<file path="src/rtl/sram_arb_pkg.sv">
// Shared constants for the two-master SRAM arbiter: FSM state encoding,
// master indices and a small helper for the round-robin pointer.
package sram_arb_pkg;

  // FSM state encoding
  localparam logic [1:0] IDLE   = 2'd0;
  localparam logic [1:0] ACCESS = 2'd1;
  localparam logic [1:0] DONE   = 2'd2;

  // Master indices (instruction fetch = M0, load/store = M1)
  localparam logic M0 = 1'b0;
  localparam logic M1 = 1'b1;

  // The master that gets priority after idx has been served.
  function automatic logic other_master(input logic idx);
    return (idx == M0) ? M1 : M0;
  endfunction

endpackage

</file>
<file path="src/rtl/sram_arbiter_rr_arb2.sv">
// Combinational two-way round-robin picker. The priority pointer flop lives
// in the parent; this block only decides who wins in the current cycle.
module rr_arb2
  import sram_arb_pkg::*;
(
  input  logic [1:0] req,
  input  logic       ptr,
  input  logic       en,
  output logic [1:0] gnt,
  output logic       win_idx
);

  // Pick the winner: a lone requester always wins, a tie goes to ptr.
  always_comb begin
    // NOTE: every output gets a default before any branch so no latch is inferred.
    gnt     = 2'b00;
    win_idx = M0;
    if (req == 2'b11) begin
      win_idx = ptr;
    end else begin
      win_idx = req[1];
    end
    if (en) begin
      gnt = ((win_idx == M1) ? 2'b10 : 2'b01) & req;
    end
  end

endmodule

</file>
<file path="src/rtl/sram_arbiter.sv">
// Two-master round-robin arbiter and access sequencer for the single-port
// sram macro. One access at a time: IDLE (arbitrate) -> ACCESS (hold cs for
// WAIT_CYCLES cycles) -> DONE (completion pulse) -> IDLE.
module sram_arbiter
  import sram_arb_pkg::*;
#(
  parameter int ADDR_WIDTH  = 10,
  parameter int DATA_WIDTH  = 32,
  parameter int WAIT_CYCLES = 1
) (
  input  logic                  clk,
  input  logic                  rst_n,
  // master 0: instruction fetch
  input  logic                  m0_req,
  input  logic                  m0_wr,
  input  logic [ADDR_WIDTH-1:0] m0_addr,
  input  logic [DATA_WIDTH-1:0] m0_wdata,
  output logic                  m0_gnt,
  output logic                  m0_rvalid,
  output logic [DATA_WIDTH-1:0] m0_rdata,
  // master 1: load/store
  input  logic                  m1_req,
  input  logic                  m1_wr,
  input  logic [ADDR_WIDTH-1:0] m1_addr,
  input  logic [DATA_WIDTH-1:0] m1_wdata,
  output logic                  m1_gnt,
  output logic                  m1_rvalid,
  output logic [DATA_WIDTH-1:0] m1_rdata,
  // sram macro side
  output logic                  sram_cs,
  output logic                  sram_wr,
  output logic [ADDR_WIDTH-1:0] sram_addr,
  output logic [DATA_WIDTH-1:0] sram_din,
  input  logic [DATA_WIDTH-1:0] sram_dout
);

  localparam int CNT_W = $clog2(WAIT_CYCLES + 1);
  localparam logic [CNT_W-1:0] CNT_LOAD = CNT_W'(WAIT_CYCLES - 1);
  localparam logic [CNT_W-1:0] CNT_ONE  = CNT_W'(1);

  logic [1:0]            state_q, state_d;
  logic [CNT_W-1:0]      cnt_q, cnt_d;
  logic                  ptr_q, ptr_d;
  logic                  win_q, win_d;
  logic                  cs_q, cs_d;
  logic                  wr_q, wr_d;
  logic [ADDR_WIDTH-1:0] addr_q, addr_d;
  logic [DATA_WIDTH-1:0] din_q, din_d;
  logic [1:0]            rvalid_q, rvalid_d;
  logic [DATA_WIDTH-1:0] m0_rdata_q, m0_rdata_d;
  logic [DATA_WIDTH-1:0] m1_rdata_q, m1_rdata_d;

  logic                  arb_en;
  logic [1:0]            gnt;
  logic                  win_idx;

  // Grants are only offered in IDLE, and never while reset is held, since
  // the state flop reads IDLE during reset but nothing may be accepted.
  assign arb_en = (state_q == IDLE) && rst_n;

  rr_arb2 u_rr_arb2 (
    .req     ({m1_req, m0_req}),
    .ptr     (ptr_q),
    .en      (arb_en),
    .gnt     (gnt),
    .win_idx (win_idx)
  );

  // Next-state logic for the access sequencer.
  always_comb begin
    state_d    = state_q;
    cnt_d      = cnt_q;
    ptr_d      = ptr_q;
    win_d      = win_q;
    cs_d       = cs_q;
    wr_d       = wr_q;
    addr_d     = addr_q;
    din_d      = din_q;
    rvalid_d   = 2'b00;
    m0_rdata_d = m0_rdata_q;
    m1_rdata_d = m1_rdata_q;

    case (state_q)
      IDLE: begin
        if (|gnt) begin
          state_d = ACCESS;
          cnt_d   = CNT_LOAD;
          win_d   = win_idx;
          ptr_d   = other_master(win_idx);
          cs_d    = 1'b1;
          wr_d    = (win_idx == M1) ? m1_wr    : m0_wr;
          addr_d  = (win_idx == M1) ? m1_addr  : m0_addr;
          din_d   = (win_idx == M1) ? m1_wdata : m0_wdata;
        end
      end

      ACCESS: begin
        if (cnt_q == '0) begin
          state_d         = DONE;
          cs_d            = 1'b0;
          wr_d            = 1'b0;
          rvalid_d[win_q] = 1'b1;
          // Writes leave the master's read data untouched.
          if (!wr_q) begin
            if (win_q == M1) begin
              m1_rdata_d = sram_dout;
            end else begin
              m0_rdata_d = sram_dout;
            end
          end
        end else begin
          cnt_d = cnt_q - CNT_ONE;
        end
      end

      DONE: begin
        state_d = IDLE;
      end

      default: begin
        state_d = IDLE;
        cs_d    = 1'b0;
        wr_d    = 1'b0;
      end
    endcase
  end

  // State and output registers; reset aborts any access in flight.
  always_ff @(posedge clk or negedge rst_n) begin
    if (!rst_n) begin
      // NOTE: the data-path registers are reset too because they drive the
      // macro and master outputs directly, which must read zero during reset.
      state_q    <= IDLE;
      cnt_q      <= '0;
      ptr_q      <= M0;
      win_q      <= M0;
      cs_q       <= 1'b0;
      wr_q       <= 1'b0;
      addr_q     <= '0;
      din_q      <= '0;
      rvalid_q   <= 2'b00;
      m0_rdata_q <= '0;
      m1_rdata_q <= '0;
    end else begin
      // NOTE: non-blocking assignments so every flop samples pre-edge values.
      state_q    <= state_d;
      cnt_q      <= cnt_d;
      ptr_q      <= ptr_d;
      win_q      <= win_d;
      cs_q       <= cs_d;
      wr_q       <= wr_d;
      addr_q     <= addr_d;
      din_q      <= din_d;
      rvalid_q   <= rvalid_d;
      m0_rdata_q <= m0_rdata_d;
      m1_rdata_q <= m1_rdata_d;
    end
  end

  // Everything facing the macro or the masters comes straight from flops,
  // except the grants, which must answer in the request cycle.
  assign m0_gnt    = gnt[0];
  assign m1_gnt    = gnt[1];
  assign m0_rvalid = rvalid_q[0];
  assign m1_rvalid = rvalid_q[1];
  assign m0_rdata  = m0_rdata_q;
  assign m1_rdata  = m1_rdata_q;
  assign sram_cs   = cs_q;
  assign sram_wr   = wr_q;
  assign sram_addr = addr_q;
  assign sram_din  = din_q;

endmodule
</file>
<file path="config.mk">
export PLATFORM = sky130hd
export DESIGN_NAME = sram_arbiter
export DESIGN_NICKNAME = d
export VERILOG_FILES = /design/src/rtl/sram_arb_pkg.sv /design/src/rtl/sram_arbiter_rr_arb2.sv /design/src/rtl/sram_arbiter.sv
export SDC_FILE = /design/constraint.sdc
export NUM_CORES = 1
export LEC_CHECK = 0
export ABC_CLOCK_PERIOD_IN_PS = 2400
export CORE_ASPECT_RATIO = 0.75
export CORE_UTILIZATION = 30
export DETAILED_ROUTE_END_ITERATION = 10
export PLACE_DENSITY = 0.63
export SLEW_MARGIN = 20
export SYNTH_ARGS = -nofsm -noshare
export SYNTH_HDL_FRONTEND = slang
export SYNTH_SLANG_ARGS = --single-unit
</file>
<file path="constraint.sdc">
create_clock -name clk -period 2.4 [get_ports clk]
set_input_delay 0.72 -clock clk [delete_from_list [all_inputs] [get_ports clk]]
set_output_delay 0.72 -clock clk [all_outputs]
set_load 0.05 [all_outputs]
</file>
==> out/qor.yml, run 1 <==
status:
  status: "complete, no violations"
drt:
  final_antenna_net_count: 0
  wl_per_cell_um: 15.78
  drc: 0
  routed_wl_um: 12420
  vias_per_cell: 4.447
  drtIter0Drc: 128
  num_vias: 3500
  first_pass_iters: 4
worst_setup_path:
  regToRegStartpoint: "state_q[1]"
  end_kind: "output port"
  cp_cell_sequence: "dlygate4sd2_1 > buf_4 > nand4bb_1 > a21oi_2 > buf_12"
  critical_path_arrival_ns: 1.63
  r2r_cells: 4
  max_stage_delay_ns: 0.24
  slowest_stage: "a21oi_2"
  path_max_fanout: 2
  rr_endpoint: "m1_rdata[28]"
  critical_path_class: "primary input to output port"
  start_kind: "primary input"
  cp.required_ns: 1.68
  ff2ff_setup_slack_ns: 0.71
run:
  cap_violations: 0
floorplan:
  dieArea_mm2: 0.01577
  die_w_um: 144.7
  fp.dieH_um: 109.0
  boundaryPins: 234
  start_util: 0.3117
  coreArea_mm2: 0.01469
  row_count: 38
grt:
  antenna_found_initial: 0
  grt_pass1_vias: 3715
  grt_usage: 0.1640
  grt_overflow_total: 0
  grt_start_max_net_pins: 86
  grt_first_pass_wirelength_um: 19400
timing:
  finalSetupTns_ns: 0
  setup_viol: 0
  skew_ns: 0.008252
  drv_slew: 0
  slew_headroom: 0.4714
  rsz0062_at_grt: "false"
  finalCritPeriodShare: 0.9811
  hold_viol: 0
  period_minus_slack_ns: 2.355
  worst_slack_ns: 0.04532
  tightestPinTransition_ns: 0.7928
  max_freq_mhz: 424.7
logic_synthesis:
  synthTopCellsByArea: "dfrtp_1 62%, mux2_2 15%, mux2i_1 5.5%, a221o_1 3.9%, o21ai_0 2.7%"
  postSynthAreaPerCell_um2: 14.00
  netlist_instances: 327
  synth_ff_type: "dfrtp_1"
  synth_seq_cells: 114
  syn_nets: 449
  synth_top_area_frac: 0.6230
  synth.distinct_cells: 25
  yosysMostFrequentCell: "dfrtp_1"
  yosysSeqAreaShare: 0.6230
  synth-edff-count: 0
  async_flop_share: 1.000
  yosys_warnings: 0
  yosys.area.top_type: "dfrtp_1"
  synthTopCellsByCount: "114 x dfrtp_1, 61 x mux2_2, 25 x mux2i_1, 25 x o21ai_0, 24 x nand2_1"
  synth_area_mm2: 0.004579
placement:
  place_area_mm2: 0.007263
  dp_hpwl_um: 9034
  port_buffers: 233
  pre_cts_slack_ns: -0.2198
  gp_congestion: 0.7227
power_and_ir_drop:
  power.density_mw_per_mm2: 1395
  p_leak_nw: 3.336
  peakVddDrop_v: 0.0004873
hold_path:
  hp-class: "primary input to async pin"
clock_network:
  cts-root-buf: "clkbuf_16"
  cts_sinks: 114
  htreeDepth: 4
  cts_hold_buf: 0
  cts_max_path_buffers: 2
  cts_tree: "built"
  clkLatencyLatePin_ns: 0.40
  cts.clk_slew.worst_paths_ns: 0.05
  cts_buffers: 17
finish:
  antenna_cells: 0
  nNetsFinal: 697
  fin_area_mm2: 0.007807
  utilization: 0.5314
  drive_gt1_frac: 0.2010
  synthToLayoutAreaGrowth_pct: 70.49
## critical path: cells and delay by family
family                 cells  cell delay [ns]
buffers and inverters      3             0.53
AO/OA/AOI/OAI              1             0.24
AND/OR/NAND/NOR            1             0.15
## per-stage QoR
stage	hold WS (ns)	std cells	total power [W]
2_1_floorplan	0.4244	327	0.006620
3_3_place_gp	0.4610	754	0.008687
3_5_place_dp	0.4690	754	0.008754
4_1_cts	0.1430	787	0.01103
5_1_grt	0.1489	787	0.01142
6_report	0.1550	787	0.01089
## cell type report
cell class | instances | area [um2]
repair buffers | 248 | 2511
inverters | 4 | 15.01
multi-input cells | 190 | 1650
well taps | 200 | 250.2
clock inverters | 13 | 88.84
clock buffers | 18 | 439.2
fillers | 1229 | 6884
flip-flops and latches | 114 | 2853
## worst max-delay path by stage
| stage | to | slack (ns) | from |
|---|---|---|---|
| after floorplan | m0_gnt | 0.02 | m0_req |
| after CTS | sram_din[2] | 0.04 | sram_din[2] |
| final | m0_gnt | 0.05 | m0_req |
| after global routing | sram_din[2] | 0.0004 | sram_din[2] |
| after detailed placement | m0_gnt | -0.22 | m0_req |
| after global placement | m0_gnt | -0.17 | m0_req |
## layer usage
metal | track usage | vias up | wire, um
met2 | 0.2552 | 154 | 5629
met1 | 0.2060 | 1670 | 5475
met5 | 0 | - | 0
li1 | - | 1666 | -
met3 | 0.06851 | 10 | 1179
met4 | 0.05263 | 0 | 131
## sequential cells by signal (all words and copies together) (netlist names)
name       flops
m0_rdata      32
m1_rdata      32
sram_din      32
sram_addr     10
rvalid_q       2
state_q        2
ptr_q          1
sram_cs        1
sram_wr        1
win_q          1
## layout by cell type, fill, tap and decap left out, types with 2 or more instances in the layout
master | Yosys | routed
clkdlybuf4s50_1 | 0 | 227
dfrtp_1 | 114 | 114
mux2_2 | 61 | 61
mux2i_1 | 25 | 25
o21ai_0 | 25 | 25
nand2_1 | 24 | 24
a221o_1 | 18 | 18
and2_1 | 17 | 17
clkbuf_16 | 0 | 17
buf_4 | 8 | 12
buf_12 | 0 | 6
clkinv_2 | 0 | 5
clkinvlp_4 | 0 | 5
inv_1 | 4 | 4
mux2_1 | 3 | 3
o21ai_4 | 0 | 2
and2_0 | 2 | 2
a21oi_1 | 2 | 2
inv_6 | 0 | 2
dlygate4sd2_1 | 0 | 2
## cell families after synthesis
logic type	Yosys count	share of synthesized area
DFF	114	0.6230
muxes	89	0.2120
and+or+nand+nor	51	0.06284
AOI/OAI and AO/OA	50	0.07596
buffers and inverters	23	0.02623
## power by group
| group | internal (W) | leakage [nW] | switching [W] | total, W |
|---|---|---|---|---|
| Clock | 0.00133 | 0.250 | 0.000882 | 0.00222 |
| Combinational | 0.00204 | 1.70 | 0.00352 | 0.00556 |
| Sequential | 0.00269 | 1.39 | 0.000428 | 0.00312 |
## timing repair
| action | 4_1_cts | 5_1_grt |
|---|---|---|
| setup endpoints to repair | 2 | 0 |
| resized for setup | 2 | 0 |
| buffers inserted | 2 | 0 |
Power figures use the tool's default switching activity.
==> run 2, diff against run 1 <==
--- a/config.mk
+++ b/config.mk
@@ -7,6 +7,7 @@
 export LEC_CHECK = 0
 export ABC_CLOCK_PERIOD_IN_PS = 2400
 export CORE_ASPECT_RATIO = 0.75
+export CORE_MARGIN = 1
 export CORE_UTILIZATION = 30
 export DETAILED_ROUTE_END_ITERATION = 10
 export PLACE_DENSITY = 0.63
==> results of run 2 <==
No change in the layout: final DEF, timing and power equal those of run 1.
==> run 3, diff against run 2 <==
--- a/config.mk
+++ b/config.mk
@@ -7,7 +7,7 @@
 export LEC_CHECK = 0
 export ABC_CLOCK_PERIOD_IN_PS = 2400
 export CORE_ASPECT_RATIO = 0.75
-export CORE_MARGIN = 1
+export CORE_MARGIN = 4
 export CORE_UTILIZATION = 30
 export DETAILED_ROUTE_END_ITERATION = 10
 export PLACE_DENSITY = 0.63
==> run 3 against run 2 <==
  * Non-clock buffer count fell by 2
  * Highest routed layer unchanged
  * Clock skew grew 0.0020 ns
  * Largest power group unchanged
  * Utilization up 0.65 points
  * Critical path type unchanged
  * Die area up 9.9%
  * Largest cell class unchanged
  * Worst hold slack worse by 0.022 ns
==> out/qor.yml, run 3 (synthesis gave the netlist of run 1 again) <==
clock_network:
  clkLatencyLatePin_ns: 0.40  # about the same
  htreeDepth: 4  # unchanged
  cts_hold_buf: 0  # unchanged
  cts.clk_slew.worst_paths_ns: 0.06  # was 0.05 ns
  cts_sinks: 114  # unchanged
  cts_buffers: 17  # unchanged
  cts_max_path_buffers: 2  # unchanged
  cts_tree: "built"  # unchanged
  cts-root-buf: "clkbuf_16"  # unchanged
timing:
  rsz0062_at_grt: "false"  # unchanged
  drv_slew: 0  # unchanged
  hold_viol: 0  # unchanged
  period_minus_slack_ns: 2.336  # was 2.355 ns
  setup_viol: 0  # unchanged
  finalCritPeriodShare: 0.9734  # was 0.9811
  finalSetupTns_ns: 0  # unchanged
  tightestPinTransition_ns: 0.7691  # was 0.7928 ns
  max_freq_mhz: 428.1  # was 424.7 MHz
  skew_ns: 0.01028  # was 0.008252 ns
  slew_headroom: 0.4873  # was 0.4714
floorplan:
  dieArea_mm2: 0.01733  # was 0.01577 mm2
  boundaryPins: 234  # unchanged
  die_w_um: 150.7  # was 144.7 um
  coreArea_mm2: 0.01469  # unchanged
  fp.dieH_um: 115.0  # was 109.0 um
  start_util: 0.3117  # unchanged
  row_count: 38  # unchanged
worst_setup_path:
  slowest_stage: "nor4b_4"  # was a21oi_2
  critical_path_class: "primary input to output port"  # unchanged
  max_stage_delay_ns: 0.35  # was 0.24 ns
  path_delay_family: "buffers and inverters"  # unchanged
  start_kind: "primary input"  # unchanged
  critical_path_arrival_ns: 1.62  # was 1.63 ns
  path_max_fanout: 2  # unchanged
  end_kind: "output port"  # unchanged
  critical_path_buf_inv_count: 2  # was 3
  cp.required_ns: 1.68  # about the same
  rr_endpoint: "m1_rdata[21]"  # was m1_rdata[28]
  r2r_cells: 4  # unchanged
  cp_cell_sequence: "dlygate4sd2_1 > o21ai_4 > nor4b_4 > buf_12"  # was dlygate4sd2_1 > buf_4 > nand4bb_1 > a21oi_2 > buf_12
  regToRegStartpoint: "state_q[1]"  # unchanged
  ff2ff_setup_slack_ns: 0.67  # was 0.71 ns
finish:
  drive_gt1_frac: 0.2031  # was 0.2010
  mostFrequentLayoutCells: "226 x clkdlybuf4s50_1, 114 x dfrtp_1, 61 x mux2_2"  # was 227 x clkdlybuf4s50_1, 114 x dfrtp_1, 61 x mux2_2
  utilization: 0.5379  # was 0.5314
  fin_area_mm2: 0.007903  # was 0.007807 mm2
  nNetsFinal: 695  # was 697
  n_fill_cell: 1232  # was 1229
  mostFrequentLayoutCell: "clkdlybuf4s50_1"  # unchanged
  synthToLayoutAreaGrowth_pct: 72.57  # was 70.49%
  antenna_cells: 0  # unchanged
  instances_no_fill: 786  # was 787
grt:
  grt_use_met3: 0.06974  # was 0.06851
  grt_start_max_net_pins: 62  # was 86
  met2_usage: 0.2496  # was 0.2552
  grt_usage: 0.1573  # was 0.1640
  grt.busiest_layer: "met2"  # unchanged
  antenna_found_initial: 0  # unchanged
  global_route.usage.met1: 0.1911  # was 0.2060
  grt_overflow_total: 0  # unchanged
  grt_first_pass_wirelength_um: 21180  # was 19400 um
  grt_pass1_vias: 4006  # was 3715
run:
  cap_violations: 0  # unchanged
placement:
  place_area_mm2: 0.007241  # was 0.007263 mm2
  port_buffers: 233  # unchanged
  dp_cells: 753  # was 754
  dp_hpwl_um: 9861  # was 9034 um
  gp_congestion: 0.7375  # was 0.7227
drt:
  final_antenna_net_count: 0  # unchanged
  num_vias: 3571  # was 3500
  drc: 0  # unchanged
  routed_wl_um: 13550  # was 12420 um
  first_pass_iters: 4  # unchanged
  drtIter0Drc: 54  # was 128
  vias_per_cell: 4.543  # was 4.447
  wl_per_cell_um: 17.24  # was 15.78 um
status:
  status: "complete, no violations"  # unchanged
power_and_ir_drop:
  power.density_mw_per_mm2: 1455  # was 1395 mW/mm2
  p_leak_nw: 3.390  # was 3.336 nW
  peakVddDrop_v: 0.0004649  # was 0.0004873 V
hold_path:
  hp-class: "primary input to async pin"  # unchanged
run 3: power by group:
part | switching [W] | internal [W]
clock network | 0.000936 | 0.00186
logic | 0.00353 | 0.00203
registers | 0.000437 | 0.00269
run 3: layer usage:
| layer | up-vias | part of all wire |
|---|---|---|
| li1 | 1662 | - |
| met5 | - | 0 |
| met4 | 0 | 0.011 |
| met2 | 166 | 0.46 |
| met1 | 1731 | 0.42 |
| met3 | 12 | 0.11 |
run 3: area by class of cell:
| cell class | instances | area, um2 | area share |
|---|---|---|---|
| clock buffers | 18 | 429.2 | 0.05431 |
| well taps | 200 | 250.2 | 0.03167 |
| flip-flops and latches | 114 | 2853 | 0.3610 |
| clock inverters | 14 | 227.7 | 0.02882 |
| multi-input cells | 190 | 1650 | 0.2088 |
| repair buffers | 246 | 2477 | 0.3135 |
| inverters | 4 | 15.01 | 0.001900 |
run 3: per-stage QoR:
step / power, W / worst slack, ns / hold slack [ns]
after floorplan: 0.006620 / 0.01876 / 0.4244
after global placement: 0.008709 / -0.1982 / 0.4617
after detailed placement: 0.008775 / -0.2023 / 0.4762
after CTS: 0.01163 / 0.01320 / 0.1138
after global routing: 0.01200 / 0.0008602 / 0.1162
final: 0.01150 / 0.06389 / 0.1331
run 3: what timing repair did:
item	CTS	global route
gates resized for setup	3	3
endpoints found under the setup margin	2	2
pin swaps	1	1
buffers inserted	1	0
run 3: worst max-delay path by stage:
stage / startpoint / endpoint / slack (ns) / cells past startpoint
6_report: m1_req / m1_gnt / 0.06 / 4
5_1_grt: m1_req / m1_gnt / 0.0009 / 4
4_1_cts: m0_req / m1_gnt / 0.01 / 5
3_5_place_dp: m1_req / m1_gnt / -0.20 / 4
3_3_place_gp: m0_req / m1_gnt / -0.20 / 5
2_1_floorplan: m0_req / m0_gnt / 0.02 / 3
